**src/rtl/vec_pipe_pkg.sv**
```systemverilog
// vec_pipe_pkg: shared definitions for the vector execute/memory/writeback pipeline.
//   op_e       opcode encoding carried from the decoder
//   FIFO_REG   register-file address mapped to the input FIFO (never written)
//   writes_rd  true for opcodes that produce a register result
package vec_pipe_pkg;

  typedef enum logic [3:0] {
    OP_ADD   = 4'd0,
    OP_SUB   = 4'd1,
    OP_AND   = 4'd2,
    OP_OR    = 4'd3,
    OP_XOR   = 4'd4,
    OP_PASSB = 4'd5,
    OP_ADDI  = 4'd6,
    OP_LD    = 4'd7,
    OP_ST    = 4'd8,
    OP_JZ    = 4'd9
  } op_e;

  localparam int unsigned FIFO_REG = 0;

  function automatic logic writes_rd(input op_e op);
    return op inside {OP_ADD, OP_SUB, OP_AND, OP_OR, OP_XOR, OP_PASSB, OP_ADDI, OP_LD};
  endfunction

endpackage

```
**src/rtl/vec_alu_lane.sv**
```systemverilog
// vec_alu_lane: one N-bit SIMD lane of the execute stage.
//   op   in  4  opcode (vec_pipe_pkg::op_e)
//   a    in  N  forwarded source A
//   b    in  N  forwarded source B
//   imm  in  N  broadcast immediate
//   y    out N  lane result, modulo 2^N (0 for LD/ST/JZ; LD data comes from RAM)
//   zf   out 1  source A is zero (used by JZ)
module vec_alu_lane
  import vec_pipe_pkg::*;
#(
  parameter int unsigned N = 32
) (
  input  logic [3:0]   op,
  input  logic [N-1:0] a,
  input  logic [N-1:0] b,
  input  logic [N-1:0] imm,
  output logic [N-1:0] y,
  output logic         zf
);

  always_comb begin
    y = '0;
    case (op_e'(op))
      OP_ADD:   y = a + b;
      OP_SUB:   y = a - b;
      OP_AND:   y = a & b;
      OP_OR:    y = a | b;
      OP_XOR:   y = a ^ b;
      OP_PASSB: y = b;
      OP_ADDI:  y = a + imm;
      default:  y = '0;
    endcase
  end

  assign zf = (a == '0);

endmodule

```
**src/rtl/vec_pipe_hazard_core.sv**
```systemverilog
// vec_pipe_hazard_core: LANES-wide issue/execute/memory/writeback pipeline with
// 2-source forwarding, load-use and FIFO-empty stalls, lane write masks and JZ flush.
//   clk, rst                  clock, asynchronous active-high reset
//   in_valid/in_ready         issue handshake; in_op/in_mask/in_rd/in_rs/in_rt/in_imm/in_target
//   src_empty                 input FIFO (register 0) empty
//   rf_ra/rf_rb, rf_da/rf_db  combinational register-file read port
//   rf_we/rf_wa/rf_wd         writeback port (lane enables, address, data)
//   mem_addr/mem_we/mem_wd    data RAM port; mem_rd returns one cycle after mem_addr
//   jump_valid/jump_target    taken-JZ pulse and its target
module vec_pipe_hazard_core
  import vec_pipe_pkg::*;
#(
  parameter int unsigned LANES  = 8,
  parameter int unsigned N      = 32,
  parameter int unsigned WA_RF  = 8,
  parameter int unsigned MEM_WA = 8,
  parameter int unsigned IA     = 8
) (
  input  logic                 clk,
  input  logic                 rst,
  input  logic                 in_valid,
  output logic                 in_ready,
  input  logic [3:0]           in_op,
  input  logic [LANES-1:0]     in_mask,
  input  logic [WA_RF-1:0]     in_rd,
  input  logic [WA_RF-1:0]     in_rs,
  input  logic [WA_RF-1:0]     in_rt,
  input  logic [N-1:0]         in_imm,
  input  logic [IA-1:0]        in_target,
  input  logic                 src_empty,
  output logic [WA_RF-1:0]     rf_ra,
  output logic [WA_RF-1:0]     rf_rb,
  input  logic [LANES*N-1:0]   rf_da,
  input  logic [LANES*N-1:0]   rf_db,
  output logic [LANES-1:0]     rf_we,
  output logic [WA_RF-1:0]     rf_wa,
  output logic [LANES*N-1:0]   rf_wd,
  output logic [MEM_WA-1:0]    mem_addr,
  output logic                 mem_we,
  output logic [LANES*N-1:0]   mem_wd,
  input  logic [LANES*N-1:0]   mem_rd,
  output logic                 jump_valid,
  output logic [IA-1:0]        jump_target
);

  localparam logic [WA_RF-1:0] FIFO_ADDR = WA_RF'(FIFO_REG);

  // Stage record types follow the module parameters, so they live here.
  typedef struct packed {
    logic                 valid;
    op_e                  op;
    logic [LANES-1:0]     mask;
    logic [WA_RF-1:0]     rd;
    logic [LANES*N-1:0]   a;
    logic [LANES*N-1:0]   b;
    logic [N-1:0]         imm;
    logic [IA-1:0]        target;
  } stage_t;

  typedef struct packed {
    logic                 valid;
    logic                 is_ld;
    logic [LANES-1:0]     wmask;
    logic [WA_RF-1:0]     rd;
    logic [LANES*N-1:0]   data;
  } mres_t;

  typedef struct packed {
    logic                 valid;
    logic [LANES-1:0]     wmask;
    logic [WA_RF-1:0]     rd;
    logic [LANES*N-1:0]   data;
  } wres_t;

  stage_t e;
  mres_t  m;
  wres_t  w;

  logic [LANES*N-1:0] e_res, m_res, fwd_a, fwd_b;
  logic [LANES-1:0]   e_zf, e_wm;
  logic               jump_taken, load_use, fifo_wait, accept;

  for (genvar l = 0; l < LANES; l++) begin : g_lane
    vec_alu_lane #(.N(N)) u_alu (
      .op  (e.op),
      .a   (e.a[l*N +: N]),
      .b   (e.b[l*N +: N]),
      .imm (e.imm),
      .y   (e_res[l*N +: N]),
      .zf  (e_zf[l])
    );
  end

  // Lanes the E instruction will actually write; register 0 never forwards.
  assign e_wm  = (e.valid && writes_rd(e.op) && e.rd != FIFO_ADDR) ? e.mask : '0;
  assign m_res = m.is_ld ? mem_rd : m.data;

  // Per-lane priority E > M > W > RF; a masked-off producer lane falls through.
  always_comb begin
    fwd_a = rf_da;
    fwd_b = rf_db;
    for (int unsigned l = 0; l < LANES; l++) begin
      if (e_wm[l] && e.rd == in_rs)        fwd_a[l*N +: N] = e_res[l*N +: N];
      else if (m.wmask[l] && m.rd == in_rs) fwd_a[l*N +: N] = m_res[l*N +: N];
      else if (w.wmask[l] && w.rd == in_rs) fwd_a[l*N +: N] = w.data[l*N +: N];
      if (e_wm[l] && e.rd == in_rt)        fwd_b[l*N +: N] = e_res[l*N +: N];
      else if (m.wmask[l] && m.rd == in_rt) fwd_b[l*N +: N] = m_res[l*N +: N];
      else if (w.wmask[l] && w.rd == in_rt) fwd_b[l*N +: N] = w.data[l*N +: N];
    end
  end

  // Taken when every enabled lane of A is zero; an empty mask is taken.
  assign jump_taken = e.valid && e.op == OP_JZ && (&(~e.mask | e_zf));
  assign load_use   = e.valid && e.op == OP_LD && e.rd != FIFO_ADDR &&
                      (e.rd == in_rs || e.rd == in_rt);
  assign fifo_wait  = (in_rs == FIFO_ADDR || in_rt == FIFO_ADDR) && src_empty;
  assign in_ready   = !rst && !load_use && !fifo_wait && !jump_taken;
  assign accept     = in_valid && in_ready;

  always_ff @(posedge clk or posedge rst) begin
    if (rst) begin
      e <= '0;
      m <= '0;
      w <= '0;
    end else begin
      e <= '{valid: accept, op: op_e'(in_op), mask: in_mask, rd: in_rd,
             a: fwd_a, b: fwd_b, imm: in_imm, target: in_target};
      m <= '{valid: e.valid, is_ld: (e.op == OP_LD), wmask: e_wm, rd: e.rd, data: e_res};
      w <= '{valid: m.valid, wmask: m.wmask, rd: m.rd, data: m_res};
    end
  end

  assign rf_ra       = in_rs;
  assign rf_rb       = in_rt;
  assign rf_we       = (w.valid && w.rd != FIFO_ADDR) ? w.wmask : '0;
  assign rf_wa       = w.rd;
  assign rf_wd       = w.data;
  assign mem_addr    = MEM_WA'(e.target);
  assign mem_we      = e.valid && e.op == OP_ST;
  assign mem_wd      = e.a;
  assign jump_valid  = jump_taken;
  assign jump_target = jump_taken ? e.target : '0;

endmodule

```
**config.mk**
```make
export PLATFORM = sky130hd
export DESIGN_NAME = vec_pipe_hazard_core
export DESIGN_NICKNAME = d
export VERILOG_FILES = /design/src/rtl/vec_pipe_pkg.sv /design/src/rtl/vec_alu_lane.sv /design/src/rtl/vec_pipe_hazard_core.sv
export SDC_FILE = /design/constraint.sdc
export NUM_CORES = 2
export LEC_CHECK = 0
export ABC_AREA = 1
export CORE_AREA = 2 2 681 547
export DETAILED_ROUTE_END_ITERATION = 7
export DIE_AREA = 0 0 683 549
export PLACE_DENSITY = 0.39
export SYNTH_ARGS = -nofsm -noshare
export SYNTH_HDL_FRONTEND = slang
export SYNTH_SLANG_ARGS = --single-unit
export TNS_END_PERCENT = 1
```
**constraint.sdc**
```tcl
create_clock -name clk -period 75.7 [get_ports clk]
set_input_delay 11.355 -clock clk [delete_from_list [all_inputs] [get_ports clk]]
set_output_delay 11.355 -clock clk [all_outputs]
set_load 0.01 [all_outputs]
```
==> metrics.md <==
| Metric | Value |
|---|---|
| Met1 Track Usage GR | `37.6%` |
| Setup TNS | `0 ps` |
| Initial core utilization | `24.9%` |
| Row cnt | `200` |
| Hold Crit Class | `reg2reg` |
| H-tree depth | `4` |
| Worst Path Arrival | `13840 ps` |
| Startpoint class of the critical path | `input port` |
| Syn nets | `14604` |
| # setup viols final | `0` |
| Clock transition at the registers of the reported paths | `60 ps` |
| Num CTS Buffers | `146` |
| Slew HR | `15.1%` |
| Static leakage | `51.7 nW` |
| Initial DRC Count | `8503` |
| Die area | `375000 um2` |
| Hold buffer count at cts | `0` |
| Synth cell count leaders | `3266 x nand2_1, 1370 x inv_1, 1120 x dfrtp_1` |
| Largest area contributor in the netlist | `dfrtp_1` |
| WS Path Type | `in2out` |
| CTS tree | `yes` |
| Minimum clock period | `25190 ps` |
| Routed vias | `94271` |
| Final core utilization | `30.4%` |
| Initial antenna violation count | `69` |
| Layout cells sized above 1 | `4.51%` |
| Core Box Area | `369000 um2` |
| Final Non-Filler Cells | `18682` |
| Via/cell ratio | `5.05` |
| Final ANT Viol Nets | `0` |
| Highest clock rate | `39.7 MHz` |
| GR Util met2 | `42.1%` |
| P per Cell Area | `17.6 nW/um2` |
| Routing usage on met3 | `4.07%` |
| CP Capture Type | `output port` |
| Power Total | `1.97 mW` |
| Die span in y | `549 um` |
| Die X | `683 um` |
| CTS resizes | `0` |
| Placed Instances | `18375` |
| IO Pins | `1411` |
| Status | `finished clean` |
| Post-DP HPWL | `396000 um` |
| Final nets | `15246` |
| Distinct cells, synth | `50` |
| Slew at the pin with the worst max-slew slack | `1270 ps` |
| Grt peak-use layer | `met2` |
| Number of flops mapped to enable cells by yosys | `0` |
| Max FO, Critical Path | `9` |
| Top-count cell post-synth | `nand2_1` |
| Seq cells post-synth | `1120` |
| Max-slew violations | `0` |
| First-pass GRT wire length | `723000 um` |
| Root buffer cell | `clkbuf_16` |
| Mapped Cells | `12932` |
| Worst skew pair latency | `860 ps` |
| Clk buf depth | `4` |
| Synth top area share | `30.5%` |
| Max-cap violation count | `0` |
| Tot GR Track Use | `26.7%` |
| Req. time, crit path | `64350 ps` |
| Peak supply drop | `0.0135 mV` |
| Wirelength per Cell | `27.8 um` |
| Post-Route WL | `520000 um` |
| Top_reg_cell synth | `dfrtp_1` |
| Final hold vios | `0` |
| Post-CTS Setup Bufs | `0` |
| Pin count of the biggest net entering global routing | `129` |
| Register area share after synthesis | `30.5%` |
| Synthesized area per cell | `7.10 um2` |
| Final period utilization | `33.3%` |
| Vias in the first global route | `91379` |
| Clock sinks | `1120` |
| Post-synth ARST share | `100%` |
| Total congestion overflow | `0` |
| Cell Area, Synth | `91800 um2` |
| DRT Pass-1 Iters | `8` |
| RSZ-0062 raised after global routing | `no` |
| DRC | `0` |
| Main area contributors after synthesis | `dfrtp_1 31%, nand2_1 13%, ha_1 11%, inv_1 5.6%, o21ai_0 5.1%` |
| Area growth from synthesis to layout | `22.3%` |
| Yosys warnings | `0` |
| Clk_skew | `64.2 ps` |
| Final RePlAce weighted congestion | `0.916` |
| Port Buffers | `1410` |
## report_power, final
group | leakage, nW | internal (mW) | switching (mW)
Clock | 2.41 | 0.433 | 0.307
Sequential | 13.8 | 0.649 | 0.0588
Combinational | 35.5 | 0.196 | 0.327
Total | 51.7 | 1.28 | 0.693
## cells in the final DEF (no fill, tap or decap), types with 148 or more instances in the layout
cell,count
nand2_1,3240
clkdlybuf4s50_1,1410
inv_1,1347
dfrtp_1,1119
o21ai_0,936
nor2_1,912
nand3_1,885
ha_1,816
a21oi_1,688
o211ai_1,370
o22ai_1,269
clkbuf_16,148
## critical path: stages
cell and delay (ps):
clkdlybuf4s50_1 580, inv_1 90, nand2_1 70, nand4_1 200, nor4_4 290, buf_4 360, nor2_1 70, nor2_1 130
nor2_1 70, nand2_1 80, inv_1 60, clkdlybuf4s50_1 470
## stage by stage
step	setup slack (ps)	cell area [um2]	hold slack [ps]
5_1_grt	50280	112000	354
3_5_place_dp	50420	107000	336
6_report	50510	112000	343
4_1_cts	50410	112000	347
3_3_place_gp	50400	107000	332
2_1_floorplan	29050	91800	331
## area by class of cell
type,instances,area (um2)
diodes,54,135
clock buffers,198,4210
clock inverters,55,684
fillers,40562,257000
inverters,1399,5290
multi-input cells,9355,52400
flip-flops and latches,1120,28000
well taps,4949,6190
repair buffers,1552,15300
## cells by family after synthesis
logic type      synth area share, %
compound gates                 18.1
mux                            2.52
buf+inv                        12.5
fa+ha+maj                      11.3
simple gates                   24.7
xor+xnor                      0.248
flops                          30.5
## per-layer routing
metal | up-vias | part of all wire [%]
met1 | 45999 | 46
met5 | - | 0.021
met4 | 16 | 2.9
met3 | 484 | 6.4
li1 | 44302 | -
met2 | 3470 | 45
## state kept, by name, indices dropped and copies added (netlist names)
register,count
e,309
rf_wa,8
mem_addr,8
rf_wd,256
mem_wd,256
m,274
w,9
## worst paths after layout
| kind | from | endpoint | slack (ps) | cells past startpoint |
|---|---|---|---|---|
| setup / recovery | in_rt[4] | in_ready | 50510 | 12 |
| hold / removal | m[273] | w[272] | 340 | 0 |
| setup reg to reg | e[569] | mem_wd[16] | 68500 | 18 |
| hold reg to reg | m[273] | w[272] | 340 | 0 |
| max in group asynchronous | rst | e[196] | 61010 | 6 |
| min in group asynchronous | rst | mem_wd[199] | 10980 | 2 |
Power figures use the tool's default switching activity.
